--- src/rtl/axis_dac_feeder_if.sv ---
// AXI4-Stream bundle shared by the DMA-facing input and the DAC-facing output
// of axis_dac_feeder.
interface axis_dac_feeder_if;
   logic [255:0] tdata;
   logic [31:0]  tkeep;
   logic         tlast;
   logic         tvalid;
   logic         tready;

   modport master (output tdata, tkeep, tlast, tvalid, input tready);
   modport slave  (input tdata, tkeep, tlast, tvalid, output tready);
endinterface

--- src/rtl/axis_dac_feeder.sv ---
// Buffers MM2S stream words in a small FIFO and plays them as a gap-free RF-DAC stream.
// Optional statistics counters are enabled by defining AXIS_DAC_FEEDER_STATS_EN.
module axis_dac_feeder #(
   parameter int FIFO_DEPTH  = 16,
   parameter int PRIME_LEVEL = 8
) (
   input  logic                        axi_aclk,
   input  logic                        axi_rstb,
   axis_dac_feeder_if.slave            s_axis,
   axis_dac_feeder_if.master           m_axis,
   input  logic                        play_en,
   input  logic                        fifo_flush,
   input  logic                        status_clr,
   output logic                        underflow,
   output logic                        keep_err,
   output logic [15:0]                 underflow_cnt,
   output logic [15:0]                 frame_cnt,
   output logic [$clog2(FIFO_DEPTH):0] fifo_level,
   output logic [1:0]                  state
);
   localparam int AW = $clog2(FIFO_DEPTH);
   localparam int LW = AW + 1;
   localparam logic [LW-1:0] FULL_LVL  = LW'(FIFO_DEPTH);
   localparam logic [LW-1:0] PRIME_LVL = LW'(PRIME_LEVEL);

   typedef enum logic [1:0] {IDLE = 2'd0, PRIME = 2'd1, PLAY = 2'd2} state_e;

   state_e        state_q;
   logic [255:0]  out_q;
   logic [255:0]  mem_q [FIFO_DEPTH];
   logic [AW-1:0] wr_ptr_q, wr_ptr_d;
   logic [AW-1:0] rd_ptr_q, rd_ptr_d;
   logic [LW-1:0] level_q, level_d;
   logic          underflow_q;
   logic          keep_err_q;
   logic [255:0]  wr_data;
   logic [255:0]  head;
   logic          fifo_empty;
   logic          wr_en;
   logic          prime_go;
   logic          play_go;
   logic          pop;
   logic          zero_fill;
   logic          keep_evt;

   assign fifo_empty    = (level_q == '0);
   assign s_axis.tready = (level_q != FULL_LVL);
   assign wr_en         = s_axis.tvalid && (level_q != FULL_LVL) && !fifo_flush;
   assign head          = mem_q[rd_ptr_q];
   assign prime_go      = (state_q == PRIME) && play_en && (level_q >= PRIME_LVL);
   assign play_go       = (state_q == PLAY) && play_en && m_axis.tready;
   assign pop           = prime_go || (play_go && !fifo_empty);
   assign zero_fill     = play_go && fifo_empty;
   assign keep_evt      = wr_en && (s_axis.tkeep != 32'hFFFF_FFFF);

   // Disabled byte lanes are stored as zero so the DAC never sees stale bytes.
   always_comb begin
      wr_data = '0;
      for (int i = 0; i < 32; i++) begin
         wr_data[8*i +: 8] = s_axis.tkeep[i] ? s_axis.tdata[8*i +: 8] : 8'h00;
      end
   end

   always_comb begin
      wr_ptr_d = wr_ptr_q;
      rd_ptr_d = rd_ptr_q;
      level_d  = level_q;
      if (wr_en) wr_ptr_d = wr_ptr_q + AW'(1);
      if (pop)   rd_ptr_d = rd_ptr_q + AW'(1);
      if (wr_en && !pop)      level_d = level_q + LW'(1);
      else if (pop && !wr_en) level_d = level_q - LW'(1);
      if (fifo_flush) begin
         wr_ptr_d = '0;
         rd_ptr_d = '0;
         level_d  = '0;
      end
   end

   always_ff @(posedge axi_aclk or negedge axi_rstb) begin
      if (!axi_rstb) begin
         wr_ptr_q <= '0;
         rd_ptr_q <= '0;
         level_q  <= '0;
      end else begin
         wr_ptr_q <= wr_ptr_d;
         rd_ptr_q <= rd_ptr_d;
         level_q  <= level_d;
      end
   end

   always_ff @(posedge axi_aclk) begin
      if (wr_en) mem_q[wr_ptr_q] <= wr_data;
   end

   // Entering PLAY also loads the first word, so tvalid never rises on a zero word.
   always_ff @(posedge axi_aclk or negedge axi_rstb) begin
      if (!axi_rstb) begin
         state_q <= IDLE;
         out_q   <= '0;
      end else begin
         case (state_q)
            IDLE: begin
               out_q <= '0;
               if (play_en) state_q <= PRIME;
            end
            PRIME: begin
               if (!play_en) begin
                  state_q <= IDLE;
                  out_q   <= '0;
               end else if (prime_go) begin
                  state_q <= PLAY;
                  out_q   <= head;
               end
            end
            PLAY: begin
               if (!play_en) begin
                  state_q <= IDLE;
                  out_q   <= '0;
               end else if (m_axis.tready) begin
                  out_q <= fifo_empty ? '0 : head;
               end
            end
            default: begin
               state_q <= IDLE;
               out_q   <= '0;
            end
         endcase
      end
   end

   always_ff @(posedge axi_aclk or negedge axi_rstb) begin
      if (!axi_rstb) begin
         underflow_q <= 1'b0;
         keep_err_q  <= 1'b0;
      end else begin
         underflow_q <= zero_fill || (underflow_q && !status_clr);
         keep_err_q  <= keep_evt || (keep_err_q && !status_clr);
      end
   end

`ifdef AXIS_DAC_FEEDER_STATS_EN
   logic [15:0] ucnt_q;
   logic [15:0] fcnt_q;
   logic        frame_evt;

   assign frame_evt = wr_en && s_axis.tlast;

   // A same-cycle event beats the clear, leaving the counter at one.
   always_ff @(posedge axi_aclk or negedge axi_rstb) begin
      if (!axi_rstb) begin
         ucnt_q <= '0;
         fcnt_q <= '0;
      end else begin
         if (status_clr)                          ucnt_q <= zero_fill ? 16'd1 : 16'd0;
         else if (zero_fill && ucnt_q != 16'hFFFF) ucnt_q <= ucnt_q + 16'd1;
         if (status_clr)     fcnt_q <= frame_evt ? 16'd1 : 16'd0;
         else if (frame_evt) fcnt_q <= fcnt_q + 16'd1;
      end
   end

   assign underflow_cnt = ucnt_q;
   assign frame_cnt     = fcnt_q;
`else
   assign underflow_cnt = '0;
   assign frame_cnt     = '0;
`endif

   assign m_axis.tdata  = out_q;
   assign m_axis.tvalid = (state_q == PLAY);
   assign m_axis.tkeep  = 32'hFFFF_FFFF;
   assign m_axis.tlast  = 1'b0;
   assign underflow     = underflow_q;
   assign keep_err      = keep_err_q;
   assign fifo_level    = level_q;
   assign state         = state_q;
endmodule

--- src/flat_wrapper.sv ---
// flat-port wrapper written by rule: the top's interface ports become plain ports
module axis_dac_feeder_flat 
#(
   parameter int FIFO_DEPTH  = 16,
   parameter int PRIME_LEVEL = 8
)
  (axi_aclk, axi_rstb, play_en, fifo_flush, status_clr, underflow, keep_err, underflow_cnt, frame_cnt, fifo_level, state, s_axis_tdata, s_axis_tkeep, s_axis_tlast, s_axis_tvalid, s_axis_tready, m_axis_tdata, m_axis_tkeep, m_axis_tlast, m_axis_tvalid, m_axis_tready);
  axis_dac_feeder_if s_axis_i ();
  axis_dac_feeder_if m_axis_i ();
  input  logic axi_aclk;
  input  logic axi_rstb;
  input  logic play_en;
  input  logic fifo_flush;
  input  logic status_clr;
  output logic underflow;
  output logic keep_err;
  output logic [15:0] underflow_cnt;
  output logic [15:0] frame_cnt;
  output logic [$clog2(FIFO_DEPTH):0] fifo_level;
  output logic [1:0] state;
  input wire logic [$bits(s_axis_i.tdata)-1:0] s_axis_tdata;
  input wire logic [$bits(s_axis_i.tkeep)-1:0] s_axis_tkeep;
  input wire logic [$bits(s_axis_i.tlast)-1:0] s_axis_tlast;
  input wire logic [$bits(s_axis_i.tvalid)-1:0] s_axis_tvalid;
  output wire logic [$bits(s_axis_i.tready)-1:0] s_axis_tready;
  output wire logic [$bits(m_axis_i.tdata)-1:0] m_axis_tdata;
  output wire logic [$bits(m_axis_i.tkeep)-1:0] m_axis_tkeep;
  output wire logic [$bits(m_axis_i.tlast)-1:0] m_axis_tlast;
  output wire logic [$bits(m_axis_i.tvalid)-1:0] m_axis_tvalid;
  input wire logic [$bits(m_axis_i.tready)-1:0] m_axis_tready;
  assign s_axis_i.tdata = s_axis_tdata;
  assign s_axis_i.tkeep = s_axis_tkeep;
  assign s_axis_i.tlast = s_axis_tlast;
  assign s_axis_i.tvalid = s_axis_tvalid;
  assign s_axis_tready = s_axis_i.tready;
  assign m_axis_tdata = m_axis_i.tdata;
  assign m_axis_tkeep = m_axis_i.tkeep;
  assign m_axis_tlast = m_axis_i.tlast;
  assign m_axis_tvalid = m_axis_i.tvalid;
  assign m_axis_i.tready = m_axis_tready;
  axis_dac_feeder #(.FIFO_DEPTH(FIFO_DEPTH), .PRIME_LEVEL(PRIME_LEVEL)) u_core (.axi_aclk(axi_aclk), .axi_rstb(axi_rstb), .s_axis(s_axis_i), .m_axis(m_axis_i), .play_en(play_en), .fifo_flush(fifo_flush), .status_clr(status_clr), .underflow(underflow), .keep_err(keep_err), .underflow_cnt(underflow_cnt), .frame_cnt(frame_cnt), .fifo_level(fifo_level), .state(state));
endmodule
--- config.mk ---
export PLATFORM = sky130hd
export DESIGN_NAME = axis_dac_feeder_flat
export DESIGN_NICKNAME = d
export VERILOG_FILES = /design/src/rtl/axis_dac_feeder_if.sv /design/src/rtl/axis_dac_feeder.sv /design/src/flat_wrapper.sv
export SDC_FILE = /design/constraint.sdc
export NUM_CORES = 2
export LEC_CHECK = 0
export BUFFER_PORTS_ARGS = -buffer_cell sky130_fd_sc_hd__buf_2
export CAP_MARGIN = 20
export CELL_PAD_IN_SITES_DETAIL_PLACEMENT = 1
export CELL_PAD_IN_SITES_GLOBAL_PLACEMENT = 2
export CORE_ASPECT_RATIO = 0.8
export CORE_MARGIN = 2
export CORE_UTILIZATION = 40
export CTS_BUF_LIST = sky130_fd_sc_hd__clkbuf_2
export CTS_CLUSTER_SIZE = 24
export DETAILED_ROUTE_END_ITERATION = 8
export PLACE_DENSITY = 0.74
export SLEW_MARGIN = 10
export SYNTH_ARGS = -nofsm -noshare
export SYNTH_HDL_FRONTEND = slang
export SYNTH_SLANG_ARGS = --single-unit
--- constraint.sdc ---
create_clock -name axi_aclk -period 47.3 [get_ports axi_aclk]
set_clock_uncertainty 0.1 [all_clocks]
set_input_delay 4.73 -clock axi_aclk [delete_from_list [all_inputs] [get_ports axi_aclk]]
set_output_delay 4.73 -clock axi_aclk [all_outputs]
set_load 0.02 [all_outputs]
* After elaboration in Yosys (flattened, before gate mapping)
Memories as Yosys holds them, arrays and structs flattened.
Index checks and enable logic that the tools add are counted.
** Storage, ports and cells
- Register bits :: 273
- Bits in latches :: 0
- Memory bits (writable) :: 4096
- ROM bits :: 0
- Output and inout port bits :: 332
- Word-level logic and storage cells :: 101
- Memories :: 1
** Operators by class
- Add/sub/neg operators :: 4
- Multipliers :: 0
- Div/mod/pow operators :: 0
- Magnitude comparators :: 1
- Equal/unequal tests :: 8
- Shift operators :: 0
- Multiplexer cells :: 52
- Bitwise gates (word level) :: 0
- Reductions and logical operators :: 28
** Memories
- u_core.mem_q :: words 16, bits a word 256, rd ports 1, clocked after memory_dff 0, write ports 1, line axis_dac_feeder.sv:30 : logic [255:0] mem_q [FIFO_DEPTH];
** Operators with widths (number)
- 256-bit 2-to-1 mux :: 5
- 256-bit case mux with 2 select lines :: 1
- 8-bit 2-to-1 mux :: 32
- 32-bit inequality test, second input constant :: 1
- 4-bit 2-to-1 mux :: 4
- 5-bit 2-to-1 mux :: 3
- 1-bit logical AND :: 13
- 4-bit by 1-bit adder with 4-bit output, second input constant :: 2
- 2-bit 2-to-1 mux :: 4
- 3-bit by 2-bit inequality test with 1-bit output, second input constant :: 2
- 2-bit case mux with 3 select lines :: 1
- 5-bit by 1-bit adder with 5-bit output, second input constant :: 1
- 5-bit by 4-bit greater-or-equal comparator with 1-bit output, second input constant :: 1
- 1-bit zero test :: 5
- 5-bit zero test :: 1
- 5-bit inequality test, second input constant :: 1
- 5-bit by 1-bit subtractor with 5-bit output, second input constant :: 1
- 2-bit inequality test, second input constant :: 2
- 2-bit nonzero test :: 2
- 1-bit logical OR :: 3
- 3-bit AND reduction :: 1
- 3-bit nonzero test :: 1
- 2-bit by 1-bit == test with 1-bit output, second input constant :: 1
- 2-bit == test, second input constant :: 1
- other kinds (3) :: 4

* Logic depth before layout (Yosys ltp)
- Word-level depth :: 9
- Gate-level depth with buffers :: 12

* Worst setup path before layout
No wires, ideal clock.
- Path kind :: in2reg
- From :: input s_axis_tvalid
- To :: memory u_core.mem_q[0][0] (enable)
- Setup time :: 1.187 ns
- Arrival time :: 22.960 ns
- Setup slack :: 23.052 ns
- Cell stages on the path :: 4
- Buffers on the path :: 0
- Cell sequence :: a21boi_1 -> nor2b_1 -> nand2_1 -> nor3_1
** Between the ends
- Cells in the longest elaborated chain, start to end :: 4
** Ends and longest elaborated chain
- start: declaration :: line flat_wrapper.sv:24 : input wire logic [$bits(s_axis_i.tvalid)-1:0] s_axis_tvalid;
- 1-bit logical AND (2 in series) :: line axis_dac_feeder.sv:48 : assign wr_en = s_axis.tvalid && (level_q != FULL_LVL) && !fifo_flush;
- 1-bit 2-to-1 mux :: line axis_dac_feeder.sv:92 : if (wr_en) mem_q[wr_ptr_q] <= wr_data;
- 1-bit 2-to-1 mux (implied by the code) :: line axis_dac_feeder.sv:92
- end: declaration :: line axis_dac_feeder.sv:30
No other way between the ends.

* Worst setup path in the final report
- From :: input s_axis_tvalid
- To :: memory u_core.mem_q[2][180] (enable)
Same word-level chain as after synthesis.

==> summary.md <==
| Metric | Value |
|---|---|
| Max FO, Critical Path | 40 |
| Crit-path slowest cell | buf_4 |
| Post-route ant nets | 0 |
| Final Hold Vio Count | 0 |
| Sequential share of power | 55.1% |
| Via count | 82.4k |
| Vias in the first global route | 90.4k |
| Overall die height | roughly 580 um |
| GRT Util Overall | 20.6% |
| CP Cell Sequence | buf_2, a21boi_1, nor2b_1, nand2_1, nor3_2, buf_4, buf_4, buf_4, buf_4, buf_4 |
| Setup bufs post-CTS | 0 |
| Critical path required time | 48.89 ns |
| Max Fclk | 111 MHz |
| Final period util | a little under a fifth |
| Synth top area cells | edfxtp_1, mux4_2, dfrtp_1 |
| Sequential element share of the synthesized area | 78.1% |
| Drt first pass iters | 5 |
| Leakage | roughly 63 nW |
| P_int | 5.77 mW |
| WL final | 433000 um |
| Rows | 211 |
| Clock buffer depth | 5 |
| NetSw | 2.19 mW |
| Post-Place Cells | 13.1k |
| Full die area | 0.421 mm^2 |
| Area growth, synth to finish | 11.6% |
| Syn Area/Cell | 22.9 um^2 |
| Top-area cell type share of the netlist area | around three quarters |
| Post-route setup TNS | 0 ns |
| Crit path arrival time | 10.58 ns |
| Commonest non-fill, non-tap cell in the layout | edfxtp_1 |
| Initial Utilization | 40.2% |
| Clock network fraction of total power | 31.3% |
| Gr ovfl total | 0 |
| Antenna violations before repair | 46 |
| Gate power share | 13.6% |
| Clk root buf | clkbuf_2 |
| Asr flop ratio synth | 6.25% |
| Max transition margin | 23.5% |
| CTS tree | done |
| Clk slew on worst S/H paths | 0.08 ns |
| Final nets | 9062 |
| Slew @ Worst Pin | 1.15 ns |
| Num CTS Buffers | 1141 |
| DR WL/cell | 28.7 um |
| Cell Count, Final, Fillers Out | 15.1k |
| Synth Flop Type | edfxtp_1 |
| Share of layout cells above drive strength 1 | 36.8% |
| Port bufs | 561 |
| Post-synth EDFFs | between 4k and 5k |
| Max rail drop VDD | 0.0000317 V |
| Post-CTS Hold Fix Bufs | 0 |
| Cell mode on critical path | buf_4 |
| Tmin final | 8.99 ns |
| Switching Share | 27.5% |
| First-pass GRT wire length | about 630000 um |
| Max H-tree Level | 7 |
| Dpl hpwl | between 200000 and 250000 um |
| I/O pin total | 628 |
| Final core utilization | 44.9% |
| Worst Setup End Kind | flip-flop |
| Slew Limit Fails | 0 |
| Ys Warns | 0 |
| RSZ-0062 raised after global routing | no |
| Pin count of the biggest net entering global routing | roughly 100 |
| Most frequent cells in the layout | edfxtp_1, clkbuf_2, mux4_2 |
| Vias/cell | approximately 5.5 |
| Slowest stage delay, CP | 0.82 ns |
| CP Class | input pin to flip-flop |
| GP Congestion | 0.706 |
| Mapped Cells | 7250 |
| TritonCTS Sinks | 4369 |
| DRT iter0 DRCs | 8161 |
| Skew-Pair Late Insertion Delay | 2.33 ns |
| Die span in x | between 700 and 800 um |
| Worst Hold Class | flip-flop to flip-flop |
| Status | completed |
| # setup viols final | 0 |
| Yosys reg bits | 4369 |
| Synthesized area | 0.166 mm^2 |
| Cell Pwr Density | 43.0 mW/mm^2 |
| Core box area | just over 0.4 mm^2 |
| Synth area leader | edfxtp_1 |
| Maxcap violations | 0 |
| Residual DRC | 0 |
| Startpoint types | input pin |
| Cell variety after synth | 42 |
| Post-CTS sizing | 0 |
[state kept, by name, summed over array words and instances, names as in the netlist]
name / flops
u_core.mem_q: 4096
u_core.underflow: 1
u_core.rd_ptr_q: 4
u_core.m_axis.tdata: 256
u_core.keep_err: 1
u_core.fifo_level: 5
u_core.wr_ptr_q: 4
u_core.state: 2
[power groups by stage]
stage                     clock network [mW]  registers, mW  logic (mW)
after global routing                    2.76           4.40        1.16
after detailed placement                   0           4.48        1.10
after CTS                               2.58           4.40        1.10
final                                   2.49           4.39        1.08
after global placement                     0           4.47        1.08
after floorplan                            0           4.55       0.709
[synth_stat cells, drive strengths merged, types with 5 or more instances]
cell type  instances
o211ai             5
edfxtp          4096
mux4            1024
xor2               6
nand4              9
buf              251
nor2              28
nor2b              7
mux2i            514
o21ai              6
o22ai            257
nand2             15
dfrtp            273
clkbuf           189
ha                12
inv                6
a21o             257
and2             256
[critical path, delay by kind of cell]
kind            cells  cell delay (ns)
buf+inv             6             3.77
compound gates      1             0.75
simple gates        3             1.05
[layer usage]
metal,wire length [um],vias to the layer above,GRT usage (%)
met5,68,-,0
met4,8660,10,7.31
met3,28300,597,4.27
met2,206000,3276,32.1
met1,190000,44500,29.0
li1,-,34000,-
[per-stage QoR]
stage	worst slack [ns]	hold WS, ns	cell area (um^2)	power (mW)
after floorplan	23.05	0.419	166000	5.26
after detailed placement	36.08	0.360	176000	5.58
final	38.31	0.376	185000	7.97
after global placement	36.18	0.357	176000	5.55
after CTS	38.61	0.379	185000	8.08
after global routing	38.24	0.390	185000	8.33
[kinds of logic (layout without fill, tap and decap cells)]
kind of cell    Yosys count  after routing  share of synthesized area [%]
buf+inv                 446           2632                           1.29
flops                  4369           4369                           78.1
fa+ha+maj                13             13                          0.102
other cells               2             92                        0.00452
simple gates            334            334                           1.20
mux                    1542           1542                           17.0
compound gates          535            535                           2.22
xor+xnor                  9              9                         0.0520
[area by class of cell]
cell class / instances / area, um^2
Fill cell: 39000 / 228000
Clock inverter: 240 / 1260
Timing Repair Buffer: 737 / 4460
Multi-Input combinational cell: 2498 / 34600
Tap cell: 5538 / 6930
Sequential cell: 4369 / 130000
Inverter: 6 / 22.5
Clock buffer: 1649 / 8250
Antenna cell: 27 / 67.6
[path summary, 6_finish.rpt]
check                                   startpoint                       end  slack [ns]  cells after the start
max                                  s_axis_tvalid      u_core.mem_q[2][180]       38.31                     10
min                        u_core.m_axis.tdata[77]   u_core.m_axis.tdata[77]        0.38                      1
max reg2reg                     u_core.rd_ptr_q[0]  u_core.m_axis.tdata[249]       39.56                     11
min reg2reg                u_core.m_axis.tdata[77]   u_core.m_axis.tdata[77]        0.38                      1
max in group asynchronous                 axi_rstb        u_core.rd_ptr_q[0]       42.67                      3
min in group asynchronous                 axi_rstb  u_core.m_axis.tdata[117]        2.44                      1
Power figures use the tool's default switching activity.
